===== config.mk =====
export PLATFORM = sky130hd
export DESIGN_NAME = mem_bus_arbiter_flat
export DESIGN_NICKNAME = d
export VERILOG_FILES = /design/src/rtl/mem_bus_arbiter_if.sv /design/src/rtl/mem_bus_arbiter.sv /design/src/flat_wrapper.sv
export SDC_FILE = /design/constraint.sdc
export NUM_CORES = 1
export LEC_CHECK = 0
export BUFFER_PORTS_ARGS = -buffer_cell sky130_fd_sc_hd__buf_2
export CORE_MARGIN = 3
export CORE_UTILIZATION = 40
export DETAILED_ROUTE_END_ITERATION = 16
export PLACE_DENSITY = 0.82
export SYNTH_ARGS = -nofsm -noshare
export SYNTH_HDL_FRONTEND = slang
export SYNTH_SLANG_ARGS = --single-unit

===== constraint.sdc =====
create_clock -name clk -period 2.4 [get_ports clk]
set_clock_uncertainty 0.15 [all_clocks]
set_input_delay 0.48 -clock clk [delete_from_list [all_inputs] [get_ports clk]]
set_output_delay 0.48 -clock clk [all_outputs]
set_load 0.03 [all_outputs]

===== src/rtl/mem_bus_arbiter_if.sv =====
// -----------------------------------------------------------------------------
// mem_bus_arbiter_if
// Bundles every handshake/bus signal of mem_bus_arbiter. clk and rst are not
// part of the bundle; they stay plain ports on the arbiter.
//
// Signal groups:
//   i_*      instruction-fetch requester (req/addr in, data/ack out)
//   d_*      data requester (req/we/sel/addr/wdata in, rdata/ack out)
//   flush_i  pipeline flush from the control unit
//   m_*      shared memory bus (cyc/stb/we/sel/addr/wdata out, rdata/ack in)
//   stallreq_o, bus_err_o, grant_o  status back to the control unit
//
// Modports:
//   master  the arbiter itself (it masters the shared memory bus)
//   slave   the surrounding environment: CPU requesters, control unit, memory
// -----------------------------------------------------------------------------
interface mem_bus_arbiter_if;
  logic        i_req_i;
  logic [31:0] i_addr_i;
  logic [31:0] i_data_o;
  logic        i_ack_o;

  logic        d_req_i;
  logic        d_we_i;
  logic [3:0]  d_sel_i;
  logic [31:0] d_addr_i;
  logic [31:0] d_wdata_i;
  logic [31:0] d_rdata_o;
  logic        d_ack_o;

  logic        flush_i;

  logic        m_cyc_o;
  logic        m_stb_o;
  logic        m_we_o;
  logic [3:0]  m_sel_o;
  logic [31:0] m_addr_o;
  logic [31:0] m_wdata_o;
  logic [31:0] m_rdata_i;
  logic        m_ack_i;

  logic        stallreq_o;
  logic        bus_err_o;
  logic [1:0]  grant_o;

  modport master (
    input  i_req_i, i_addr_i,
    output i_data_o, i_ack_o,
    input  d_req_i, d_we_i, d_sel_i, d_addr_i, d_wdata_i,
    output d_rdata_o, d_ack_o,
    input  flush_i,
    output m_cyc_o, m_stb_o, m_we_o, m_sel_o, m_addr_o, m_wdata_o,
    input  m_rdata_i, m_ack_i,
    output stallreq_o, bus_err_o, grant_o
  );

  modport slave (
    output i_req_i, i_addr_i,
    input  i_data_o, i_ack_o,
    output d_req_i, d_we_i, d_sel_i, d_addr_i, d_wdata_i,
    input  d_rdata_o, d_ack_o,
    output flush_i,
    input  m_cyc_o, m_stb_o, m_we_o, m_sel_o, m_addr_o, m_wdata_o,
    output m_rdata_i, m_ack_i,
    input  stallreq_o, bus_err_o, grant_o
  );
endinterface


===== src/rtl/mem_bus_arbiter.sv =====
// -----------------------------------------------------------------------------
// mem_bus_arbiter
// Shares one memory bus between an instruction-fetch port and a data port.
// One transaction at a time; all bus outputs are registered and held stable
// for the whole transaction. Completion is reported with a one-cycle ack pulse
// on the owning port one cycle after m_ack_i. A flushed fetch that is already
// on the bus is drained silently. A watchdog ends a transaction that gets no
// m_ack_i for TIMEOUT_CYC bus cycles and pulses bus_err_o.
//
// Ports:
//   clk   in  sole clock, rising edge
//   rst   in  synchronous reset, active low
//   bus   mem_bus_arbiter_if.master (requesters, flush, memory bus, status)
//
// Parameters:
//   TIMEOUT_CYC  bus cycles without m_ack_i before forced termination
//                (0 disables the watchdog)
//
// Build option:
//   ARB_ROUND_ROBIN_EN  when defined, simultaneous requests alternate based on
//                       the last grant; otherwise data always beats fetch.
// -----------------------------------------------------------------------------
module mem_bus_arbiter #(
  parameter logic [7:0] TIMEOUT_CYC = 8'd255
) (
  input  logic              clk,
  input  logic              rst,
  mem_bus_arbiter_if.master bus
);

  typedef enum logic [1:0] {
    IDLE  = 2'd0,
    GNT_I = 2'd1,
    GNT_D = 2'd2,
    DRAIN = 2'd3
  } state_t;

  state_t      r_state;
  state_t      w_state_next;
  logic [7:0]  r_cnt;
  logic [7:0]  w_cnt_next;
  logic [7:0]  w_cnt_inc;

  logic        r_cyc;
  logic        r_we;
  logic [3:0]  r_sel;
  logic [31:0] r_addr;
  logic [31:0] r_wdata;

  logic        r_i_ack;
  logic        r_d_ack;
  logic        r_bus_err;
  logic [31:0] r_i_data;
  logic [31:0] r_d_rdata;

  logic        w_i_ack_next;
  logic        w_d_ack_next;
  logic        w_err_next;
  logic [31:0] w_i_data_next;
  logic [31:0] w_d_rdata_next;

  logic        w_gnt_i;
  logic        w_gnt_d;
  logic        w_end;
  logic        w_i_elig;
  logic        w_d_elig;
  logic        w_pick_d;
  logic        w_timeout;

  // A port that is being acked this cycle still shows its old request; it is
  // masked so the same access is not issued twice.
  assign w_i_elig = bus.i_req_i & ~r_i_ack & ~bus.flush_i;
  assign w_d_elig = bus.d_req_i & ~r_d_ack;

`ifdef ARB_ROUND_ROBIN_EN
  logic r_last_d;  // 1 = data port owned the most recent grant

  assign w_pick_d = w_d_elig & (~w_i_elig | ~r_last_d);

  always_ff @(posedge clk) begin
    if (!rst) begin
      r_last_d <= 1'b0;
    end else if (w_gnt_d) begin
      r_last_d <= 1'b1;
    end else if (w_gnt_i) begin
      r_last_d <= 1'b0;
    end
  end
`else
  assign w_pick_d = w_d_elig;
`endif

  // The counter holds the number of unacknowledged bus cycles already
  // completed; the watchdog fires when the cycle now ending would make that
  // count reach TIMEOUT_CYC, so exactly TIMEOUT_CYC bus cycles are spent.
  assign w_cnt_inc = r_cnt + 8'd1;
  assign w_timeout = (TIMEOUT_CYC != 8'd0) && (w_cnt_inc == TIMEOUT_CYC);

  always_comb begin
    w_state_next   = r_state;
    w_cnt_next     = r_cnt;
    w_gnt_i        = 1'b0;
    w_gnt_d        = 1'b0;
    w_end          = 1'b0;
    w_i_ack_next   = 1'b0;
    w_d_ack_next   = 1'b0;
    w_err_next     = 1'b0;
    w_i_data_next  = r_i_data;
    w_d_rdata_next = r_d_rdata;

    case (r_state)
      IDLE: begin
        if (w_pick_d) begin
          w_gnt_d      = 1'b1;
          w_cnt_next   = 8'd0;
          w_state_next = GNT_D;
        end else if (w_i_elig) begin
          w_gnt_i      = 1'b1;
          w_cnt_next   = 8'd0;
          w_state_next = GNT_I;
        end
      end

      GNT_I: begin
        if (bus.m_ack_i) begin
          w_end        = 1'b1;
          w_state_next = IDLE;
          // A flush arriving with the ack discards the fetched word.
          if (!bus.flush_i) begin
            w_i_ack_next  = 1'b1;
            w_i_data_next = bus.m_rdata_i;
          end
        end else if (w_timeout) begin
          w_end        = 1'b1;
          w_err_next   = 1'b1;
          w_state_next = IDLE;
          if (!bus.flush_i) begin
            w_i_ack_next  = 1'b1;
            w_i_data_next = 32'h0;
          end
        end else begin
          w_cnt_next = w_cnt_inc;
          // The access is already on the bus and cannot be withdrawn.
          if (bus.flush_i) begin
            w_state_next = DRAIN;
          end
        end
      end

      GNT_D: begin
        if (bus.m_ack_i) begin
          w_end          = 1'b1;
          w_d_ack_next   = 1'b1;
          w_d_rdata_next = bus.m_rdata_i;
          w_state_next   = IDLE;
        end else if (w_timeout) begin
          w_end          = 1'b1;
          w_err_next     = 1'b1;
          w_d_ack_next   = 1'b1;
          w_d_rdata_next = 32'h0;
          w_state_next   = IDLE;
        end else begin
          w_cnt_next = w_cnt_inc;
        end
      end

      DRAIN: begin
        if (bus.m_ack_i) begin
          w_end        = 1'b1;
          w_state_next = IDLE;
        end else if (w_timeout) begin
          w_end        = 1'b1;
          w_err_next   = 1'b1;
          w_state_next = IDLE;
        end else begin
          w_cnt_next = w_cnt_inc;
        end
      end

      default: begin
        w_state_next = IDLE;
      end
    endcase
  end

  always_ff @(posedge clk) begin
    if (!rst) begin
      r_state   <= IDLE;
      r_cnt     <= 8'd0;
      r_cyc     <= 1'b0;
      r_we      <= 1'b0;
      r_sel     <= 4'h0;
      r_addr    <= 32'h0;
      r_wdata   <= 32'h0;
      r_i_ack   <= 1'b0;
      r_d_ack   <= 1'b0;
      r_bus_err <= 1'b0;
      r_i_data  <= 32'h0;
      r_d_rdata <= 32'h0;
    end else begin
      r_state   <= w_state_next;
      r_cnt     <= w_cnt_next;
      r_i_ack   <= w_i_ack_next;
      r_d_ack   <= w_d_ack_next;
      r_bus_err <= w_err_next;
      r_i_data  <= w_i_data_next;
      r_d_rdata <= w_d_rdata_next;

      if (w_gnt_d) begin
        r_cyc   <= 1'b1;
        r_we    <= bus.d_we_i;
        r_sel   <= bus.d_sel_i;
        r_addr  <= bus.d_addr_i;
        r_wdata <= bus.d_wdata_i;
      end else if (w_gnt_i) begin
        // Fetches are always full-word reads.
        r_cyc   <= 1'b1;
        r_we    <= 1'b0;
        r_sel   <= 4'hF;
        r_addr  <= bus.i_addr_i;
        r_wdata <= 32'h0;
      end else if (w_end) begin
        r_cyc <= 1'b0;
      end
    end
  end

  assign bus.m_cyc_o   = r_cyc;
  assign bus.m_stb_o   = r_cyc;
  assign bus.m_we_o    = r_we;
  assign bus.m_sel_o   = r_sel;
  assign bus.m_addr_o  = r_addr;
  assign bus.m_wdata_o = r_wdata;

  assign bus.i_ack_o   = r_i_ack;
  assign bus.i_data_o  = r_i_data;
  assign bus.d_ack_o   = r_d_ack;
  assign bus.d_rdata_o = r_d_rdata;
  assign bus.bus_err_o = r_bus_err;

  assign bus.stallreq_o = (bus.i_req_i & ~r_i_ack) | (bus.d_req_i & ~r_d_ack);

  always_comb begin
    case (r_state)
      GNT_I, DRAIN: bus.grant_o = 2'b01;
      GNT_D:        bus.grant_o = 2'b10;
      default:      bus.grant_o = 2'b00;
    endcase
  end

endmodule


===== src/flat_wrapper.sv =====
// flat-port wrapper written by rule: the top's interface ports become plain ports
module mem_bus_arbiter_flat 
#(
  parameter logic [7:0] TIMEOUT_CYC = 8'd255
)
  (clk, rst, bus_i_req_i, bus_i_addr_i, bus_i_data_o, bus_i_ack_o, bus_d_req_i, bus_d_we_i, bus_d_sel_i, bus_d_addr_i, bus_d_wdata_i, bus_d_rdata_o, bus_d_ack_o, bus_flush_i, bus_m_cyc_o, bus_m_stb_o, bus_m_we_o, bus_m_sel_o, bus_m_addr_o, bus_m_wdata_o, bus_m_rdata_i, bus_m_ack_i, bus_stallreq_o, bus_bus_err_o, bus_grant_o);
  mem_bus_arbiter_if bus_i ();
  input  logic clk;
  input  logic rst;
  input wire logic [$bits(bus_i.i_req_i)-1:0] bus_i_req_i;
  input wire logic [$bits(bus_i.i_addr_i)-1:0] bus_i_addr_i;
  output wire logic [$bits(bus_i.i_data_o)-1:0] bus_i_data_o;
  output wire logic [$bits(bus_i.i_ack_o)-1:0] bus_i_ack_o;
  input wire logic [$bits(bus_i.d_req_i)-1:0] bus_d_req_i;
  input wire logic [$bits(bus_i.d_we_i)-1:0] bus_d_we_i;
  input wire logic [$bits(bus_i.d_sel_i)-1:0] bus_d_sel_i;
  input wire logic [$bits(bus_i.d_addr_i)-1:0] bus_d_addr_i;
  input wire logic [$bits(bus_i.d_wdata_i)-1:0] bus_d_wdata_i;
  output wire logic [$bits(bus_i.d_rdata_o)-1:0] bus_d_rdata_o;
  output wire logic [$bits(bus_i.d_ack_o)-1:0] bus_d_ack_o;
  input wire logic [$bits(bus_i.flush_i)-1:0] bus_flush_i;
  output wire logic [$bits(bus_i.m_cyc_o)-1:0] bus_m_cyc_o;
  output wire logic [$bits(bus_i.m_stb_o)-1:0] bus_m_stb_o;
  output wire logic [$bits(bus_i.m_we_o)-1:0] bus_m_we_o;
  output wire logic [$bits(bus_i.m_sel_o)-1:0] bus_m_sel_o;
  output wire logic [$bits(bus_i.m_addr_o)-1:0] bus_m_addr_o;
  output wire logic [$bits(bus_i.m_wdata_o)-1:0] bus_m_wdata_o;
  input wire logic [$bits(bus_i.m_rdata_i)-1:0] bus_m_rdata_i;
  input wire logic [$bits(bus_i.m_ack_i)-1:0] bus_m_ack_i;
  output wire logic [$bits(bus_i.stallreq_o)-1:0] bus_stallreq_o;
  output wire logic [$bits(bus_i.bus_err_o)-1:0] bus_bus_err_o;
  output wire logic [$bits(bus_i.grant_o)-1:0] bus_grant_o;
  assign bus_i.i_req_i = bus_i_req_i;
  assign bus_i.i_addr_i = bus_i_addr_i;
  assign bus_i_data_o = bus_i.i_data_o;
  assign bus_i_ack_o = bus_i.i_ack_o;
  assign bus_i.d_req_i = bus_d_req_i;
  assign bus_i.d_we_i = bus_d_we_i;
  assign bus_i.d_sel_i = bus_d_sel_i;
  assign bus_i.d_addr_i = bus_d_addr_i;
  assign bus_i.d_wdata_i = bus_d_wdata_i;
  assign bus_d_rdata_o = bus_i.d_rdata_o;
  assign bus_d_ack_o = bus_i.d_ack_o;
  assign bus_i.flush_i = bus_flush_i;
  assign bus_m_cyc_o = bus_i.m_cyc_o;
  assign bus_m_stb_o = bus_i.m_stb_o;
  assign bus_m_we_o = bus_i.m_we_o;
  assign bus_m_sel_o = bus_i.m_sel_o;
  assign bus_m_addr_o = bus_i.m_addr_o;
  assign bus_m_wdata_o = bus_i.m_wdata_o;
  assign bus_i.m_rdata_i = bus_m_rdata_i;
  assign bus_i.m_ack_i = bus_m_ack_i;
  assign bus_stallreq_o = bus_i.stallreq_o;
  assign bus_bus_err_o = bus_i.bus_err_o;
  assign bus_grant_o = bus_i.grant_o;
  mem_bus_arbiter #(.TIMEOUT_CYC(TIMEOUT_CYC)) u_core (.clk(clk), .rst(rst), .bus(bus_i));
endmodule

======== After elaboration in Yosys (flattened, before gate mapping) ========
Cells that the tools add are included.
cells by class
  eq/ne operators ......................... 11
  add/sub/neg operators ................... 1
  bitwise operators ....................... 9
  reduce and logical (&&, ||, !) cells .... 14
  muxes and demuxes ....................... 42
operators with widths
  operator                                                                 number
  32-bit 2-to-1 mux                                                        10
  8-bit 2-to-1 mux                                                         4
  1-bit 2-to-1 mux                                                         16
  8-bit case mux with 2 select lines                                       1
  2-bit 2-to-1 mux                                                         7
  8-bit by 1-bit adder with 8-bit output, second input constant            1
  8-bit == test, second input constant                                     1
  4-bit 2-to-1 mux                                                         2
  2-bit inequality test, second input constant                             4
  3-bit by 1-bit inequality test with 1-bit output, second input constant  2
  2-bit case mux with 3 select lines                                       1
  2-bit AND reduction                                                      3
  3-bit AND reduction                                                      2
  3-bit OR reduction                                                       2
  1-bit inverter                                                           5
  2-bit == test, second input constant                                     2
  4-bit by 3-bit inequality test with 1-bit output, second input constant  1
  2-bit case mux with 2 select lines                                       1
  4-bit AND reduction                                                      1
  2-bit nonzero test                                                       2
  2-bit OR reduction                                                       2
  1-bit bitwise AND                                                        3
  3-bit nonzero test                                                       1
  2-bit by 1-bit == test with 1-bit output, second input constant          1
  other kinds (2)                                                          2
storage, ports and cells
  logic and storage cells ................. 89
  bits in registers ....................... 147
  input port bits ......................... 139
  output and inout bits ................... 141

======== Longest topological paths before layout ========
  depth in word-level cells ............... 8
  depth in mapped cells ................... 10
  gate-level depth less buffers ........... 8

======== Worst setup path before layout ========
Ideal clock, no wire load.
  path kind ............................... reg-to-reg
  start point ............................. register u_core.r_cnt[1]
  end point ............................... register u_core.r_cnt[2]
  period minus slack after synthesis ...... 2.128 ns
  library setup time ...................... 0.122 ns
  path slack .............................. 0.272 ns
  arrival ................................. 1.856 ns
  stages on the path, launching flop included .. 9
  required time ........................... 2.128 ns
  path buffers ............................ 1
  cells stage by stage .................... dfxtp_1 ha_1 nand4_1 xnor2_1 a31o_1 a21oi_2 buf_6 a211oi_4 a221o_1
between the ends
  word-level cells in the longest chain between the ends .. 4
  elaborated cells on any way between the ends .. 7
  classes of those cells .................. add/sub (1); eq/ne (2); mux (3); reduce/logical (1)
ends and longest elaborated chain
  item                                                                                               line                    text
  start, declared                                                                                    mem_bus_arbiter.sv:40   logic [7:0] r_cnt;
  start signal, assigned                                                                             mem_bus_arbiter.sv:202  r_cnt <= w_cnt_next;
  8-bit by 1-bit adder with 8-bit output *                                                           mem_bus_arbiter.sv:96   assign w_cnt_inc = r_cnt + 8'd1;
  8-bit == test / 8-bit 2-to-1 mux (equally long branches)                                           -
  2-bit inequality test (no source line) / 8-bit 2-to-1 mux (equally long branches)                  -
  3-bit AND reduction (no source line) / 8-bit case mux with 2 select lines (equally long branches)  -
Every way passes the cells marked *; elsewhere a longest branch is shown, timed or not. The select of a mux whose other input is x is not followed.
A chain may end at the register's enable or synchronous reset.

======== Final worst setup path ========
  start point ............................. register u_core.r_cnt[1]
  end point ............................... register u_core.r_d_rdata[14], in the netlist u_core.bus.d_rdata_o[14]
between the ends
  word-level cells in the longest chain between the ends .. 4
ends and longest elaborated chain
  item                                    line                    text
  8-bit by 1-bit adder with 8-bit output  mem_bus_arbiter.sv:96
  8-bit == test                           mem_bus_arbiter.sv:97   assign w_timeout = (TIMEOUT_CYC != 8'd0) && (w_cnt_inc == TIMEOUT_CYC);
  2-bit nonzero test (no source line)     -
  2-bit AND reduction (no source line)    -
  end signal, assigned                    mem_bus_arbiter.sv:207  r_d_rdata <= w_d_rdata_next;
  end, declared                           mem_bus_arbiter.sv:54   logic [31:0] r_d_rdata;
No other way between the ends.

==> summary.txt <==
Route
  – Number of violations reported at the end of detailed-routing iteration 0: 366
  – Vias per cell: around 5.2
  – Number of design rule violations left after detail routing: 0
  – Total number of vias: between 5000 and 6000
  – Routed length per instance: approximately 16 um
  – Antenna Violating Nets Remaining: 0
  – Total length of routed wires: between 15000 and 20000 um
  – Detailed Routing Iterations Pass 1: 5

Hold path
  – Hold Path Class: in -> reg

Synthesis
  – Number of flops mapped to enable cells by yosys: 0
  – Syn Area/Cell: roughly 8.4 um^2
  – Post-Synthesis Cells: around 680
  – Commonest cells post-synth: sky130_fd_sc_hd__dfxtp_1, sky130_fd_sc_hd__nand2_1, sky130_fd_sc_hd__o21ai_0
  – Post-synthesis async set-or-reset flop share: 0%
  – Netlist cell types: 47
  – Netlist area before placement: roughly 5700 um^2
  – Main synth FF type: sky130_fd_sc_hd__dfxtp_1
  – Net Count, Synth: ~800
  – Sequential cell area fraction in the yosys report: roughly 52%
  – Number of warnings issued by yosys: 0
  – Number of storage elements in the synthesis netlist: 147
  – Portion of synthesized cell area occupied by the leading cell type: roughly half
  – Top post-synthesis cells by area: sky130_fd_sc_hd__dfxtp_1, sky130_fd_sc_hd__nand2_1, sky130_fd_sc_hd__o21ai_0
  – Most used standard cell by instance count after synthesis: sky130_fd_sc_hd__dfxtp_1
  – Library cell occupying the most area in the post-synthesis netlist: sky130_fd_sc_hd__dfxtp_1

CTS
  – Buffers inserted during post-CTS setup optimization: 0
  – CTS sink count: 147
  – Count of cells resized by post-cts repair: 0
  – Worst-Skew Late Latency: 0.41 ns
  – Cell at the root of the clock tree: sky130_fd_sc_hd__clkbuf_16
  – CTS tree: built
  – Number of buffers inserted by hold repair at cts: 0
  – Maximum number of buffers from clock root to sink: 2
  – Number of H-tree levels: 4
  – Post-CTS clock slew at the launch and capture registers of the worst setup and hold paths: 0.06 ns
  – Number of buffers inserted during clock tree synthesis: 17

Place
  – RD Place Congestion: around 0.9
  – Detailed placement HPWL: 12400 um
  – Setup Slack @ Placement: 0.0837 ns
  – Number of input and output port buffers inserted: between 200 and 300

Floorplan
  – Die Ht: 125 um
  – Number of rows created at floorplan: 42
  – Die boundary width: 125 um
  – Starting density of the core: between 40% and 50%
  – Core Box Area: approximately 14000 um^2
  – Number of top-level pins: 280
  – Area enclosed by the die boundary: between 15000 and 20000 um^2

STA
  – Number of max-slew violations in the final report: 0
  – Time the final worst path needs with I/O delays and setup: roughly 2.2 ns
  – Setup-failing EPs final: 0
  – Count of final hold-check violations: 0
  – Crit share post-route: a little over nine tenths
  – Post-layout worst setup margin: ~0.15 ns
  – Highest clock frequency the design can meet: 445 MHz
  – Slew headroom: between 50% and 60%
  – Transition at the pin with the smallest max-transition slack: ~0.63 ns

Run
  – Max-cap violations: 0

Power and ir drop
  – Reported leakage power: ~3.6 nW
  – Power density over the cells: around 830 nW/um^2
  – Worst voltage drop across the vdd grid: 0.684 mV

GRT
  – Largest net degree at the start of global routing: 67
  – Wire length of the first global-routing pass: 27600 um
  – Overall Global Routing Usage: 21.3%
  – Aggregate global routing overflow: 0
  – Initial antenna violation count: 0
  – Via count of the first global-routing pass: 5459

Worst setup path
  – Max Fanout on Critical Path: between 50 and 60
  – Kind of end point of the critical path: flop
  – CP required: between 2 and 3 ns
  – Critical Path Start Type: flop
  – Signal arrival time at the worst endpoint: between 2 and 2.5 ns
  – Critical path class: reg -> reg

Cells and area
  – Count of inserted antenna diode cells: 0
  – Growth of design area from synthesis to finish: 37.8%
  – Fill cell count: between 1000 and 1500
  – Final cell utilization of the core: between 50% and 60%
  – Layout cell share with drive strength beyond 1: between 30% and 40%
  – Multi-input gate area in the final layout: between 2000 and 3000 um^2
  – Count of nets after finishing: between 1000 and 1500
  – Sequential cell area: approximately 2900 um^2

Outcome
  – Status: finished, final reports clean
layout by cell type (no fill, tap or decap), types with 4 or more instances in the layout:
master / count
sky130_fd_sc_hd__a21oi_1: 64
sky130_fd_sc_hd__a22oi_1: 33
sky130_fd_sc_hd__a311oi_1: 32
sky130_fd_sc_hd__buf_12: 4
sky130_fd_sc_hd__buf_2: 279
sky130_fd_sc_hd__buf_4: 13
sky130_fd_sc_hd__clkbuf_16: 17
sky130_fd_sc_hd__clkinv_2: 4
sky130_fd_sc_hd__dfxtp_1: 147
sky130_fd_sc_hd__inv_1: 5
sky130_fd_sc_hd__nand2_1: 135
sky130_fd_sc_hd__nand2b_1: 7
sky130_fd_sc_hd__nor2_1: 54
sky130_fd_sc_hd__nor2b_1: 21
sky130_fd_sc_hd__o21ai_0: 66
sky130_fd_sc_hd__o221a_2: 5
cells by family after synthesis:
| kind of cell | Yosys count | share of synthesized area, % |
|---|---|---|
| buf+inv | 66 | 4.89 |
| simple gates | 239 | 17.9 |
| compound gates | 217 | 24.3 |
| fa+ha+maj | 2 | 0.439 |
| mux | 1 | 0.197 |
| xor+xnor | 4 | 0.615 |
| flops | 147 | 51.6 |
state kept, by name, indices dropped and copies added, names as in the netlist:
signal	flops
u_core.bus.d_rdata_o	32
u_core.bus.m_cyc_o	1
u_core.bus.m_wdata_o	32
u_core.r_cnt	8
u_core.bus.m_sel_o	4
u_core.bus.i_ack_o	1
u_core.bus.d_ack_o	1
u_core.bus.i_data_o	32
u_core.r_state	2
u_core.bus.m_addr_o	32
u_core.bus.m_we_o	1
u_core.bus.bus_err_o	1
worst max-delay path: stages (launching register included):
cell	delay, ns
sky130_fd_sc_hd__dfxtp_1	0.40
sky130_fd_sc_hd__ha_1	0.25
sky130_fd_sc_hd__nand4_1	0.15
sky130_fd_sc_hd__xnor2_1	0.15
sky130_fd_sc_hd__a31o_1	0.24
sky130_fd_sc_hd__a21oi_4	0.25
sky130_fd_sc_hd__buf_12	0.26
sky130_fd_sc_hd__o21ai_0	0.13
sky130_fd_sc_hd__a21oi_1	0.17
cell type report:
class                           instances  share of cell area (%)
Timing Repair Buffer                  296                    20.0
Multi-Input combinational cell        463                    31.8
Inverter                                6                   0.303
Clock inverter                         11                    1.61
Clock buffer                           20                    5.94
Tap cell                              176                    2.80
Sequential cell                       147                    37.5
worst paths after layout:
kind | start | to | slack [ns] | depth (start not counted)
worst max-delay path | u_core.r_cnt[1]$_SDFFE_PN0P_ | u_core.bus.d_rdata_o[14]$_SDFFE_PN0P_ | 0.15 | 8
worst min-delay path | bus_m_rdata_i[15] | u_core.bus.d_rdata_o[15]$_SDFFE_PN0P_ | 0.16 | 3
worst max register to register | u_core.r_cnt[1]$_SDFFE_PN0P_ | u_core.bus.d_rdata_o[14]$_SDFFE_PN0P_ | 0.15 | 8
worst min register to register | u_core.bus.d_rdata_o[21]$_SDFFE_PN0P_ | u_core.bus.d_rdata_o[21]$_SDFFE_PN0P_ | 0.32 | 2
where the power goes:
| part | total (mW) | internal [mW] | switching (mW) |
|---|---|---|---|
| Combinational | 1.20 | 0.399 | 0.805 |
| Clock | 2.62 | 1.61 | 1.01 |
| Sequential | 2.68 | 2.60 | 0.0823 |
| Total | 6.51 | 4.61 | 1.90 |
layer usage:
metal  global-route usage (%)  part of all wire, %  up-vias
li1                         -                    -     2858
met1                     26.0                   41     2704
met2                     35.5                   50      235
met3                     5.46                  6.0       50
met4                     9.69                  3.2        0
met5                        0                    0        -
metrics by stage:
step	cells	hold WS (ns)	instance area, um^2	setup TNS, ns	power [mW]
4_1_cts	1118	0.146	7850	0	6.57
6_report	1119	0.164	7860	0	6.51
3_5_place_dp	1087	0.313	7250	0	3.94
2_1_floorplan	676	0.337	5700	0	3.50
3_3_place_gp	1087	0.307	7250	0	3.91
5_1_grt	1119	0.151	7860	-0.000139	6.79
No activity file was read; power rests on OpenSTA's default activity.
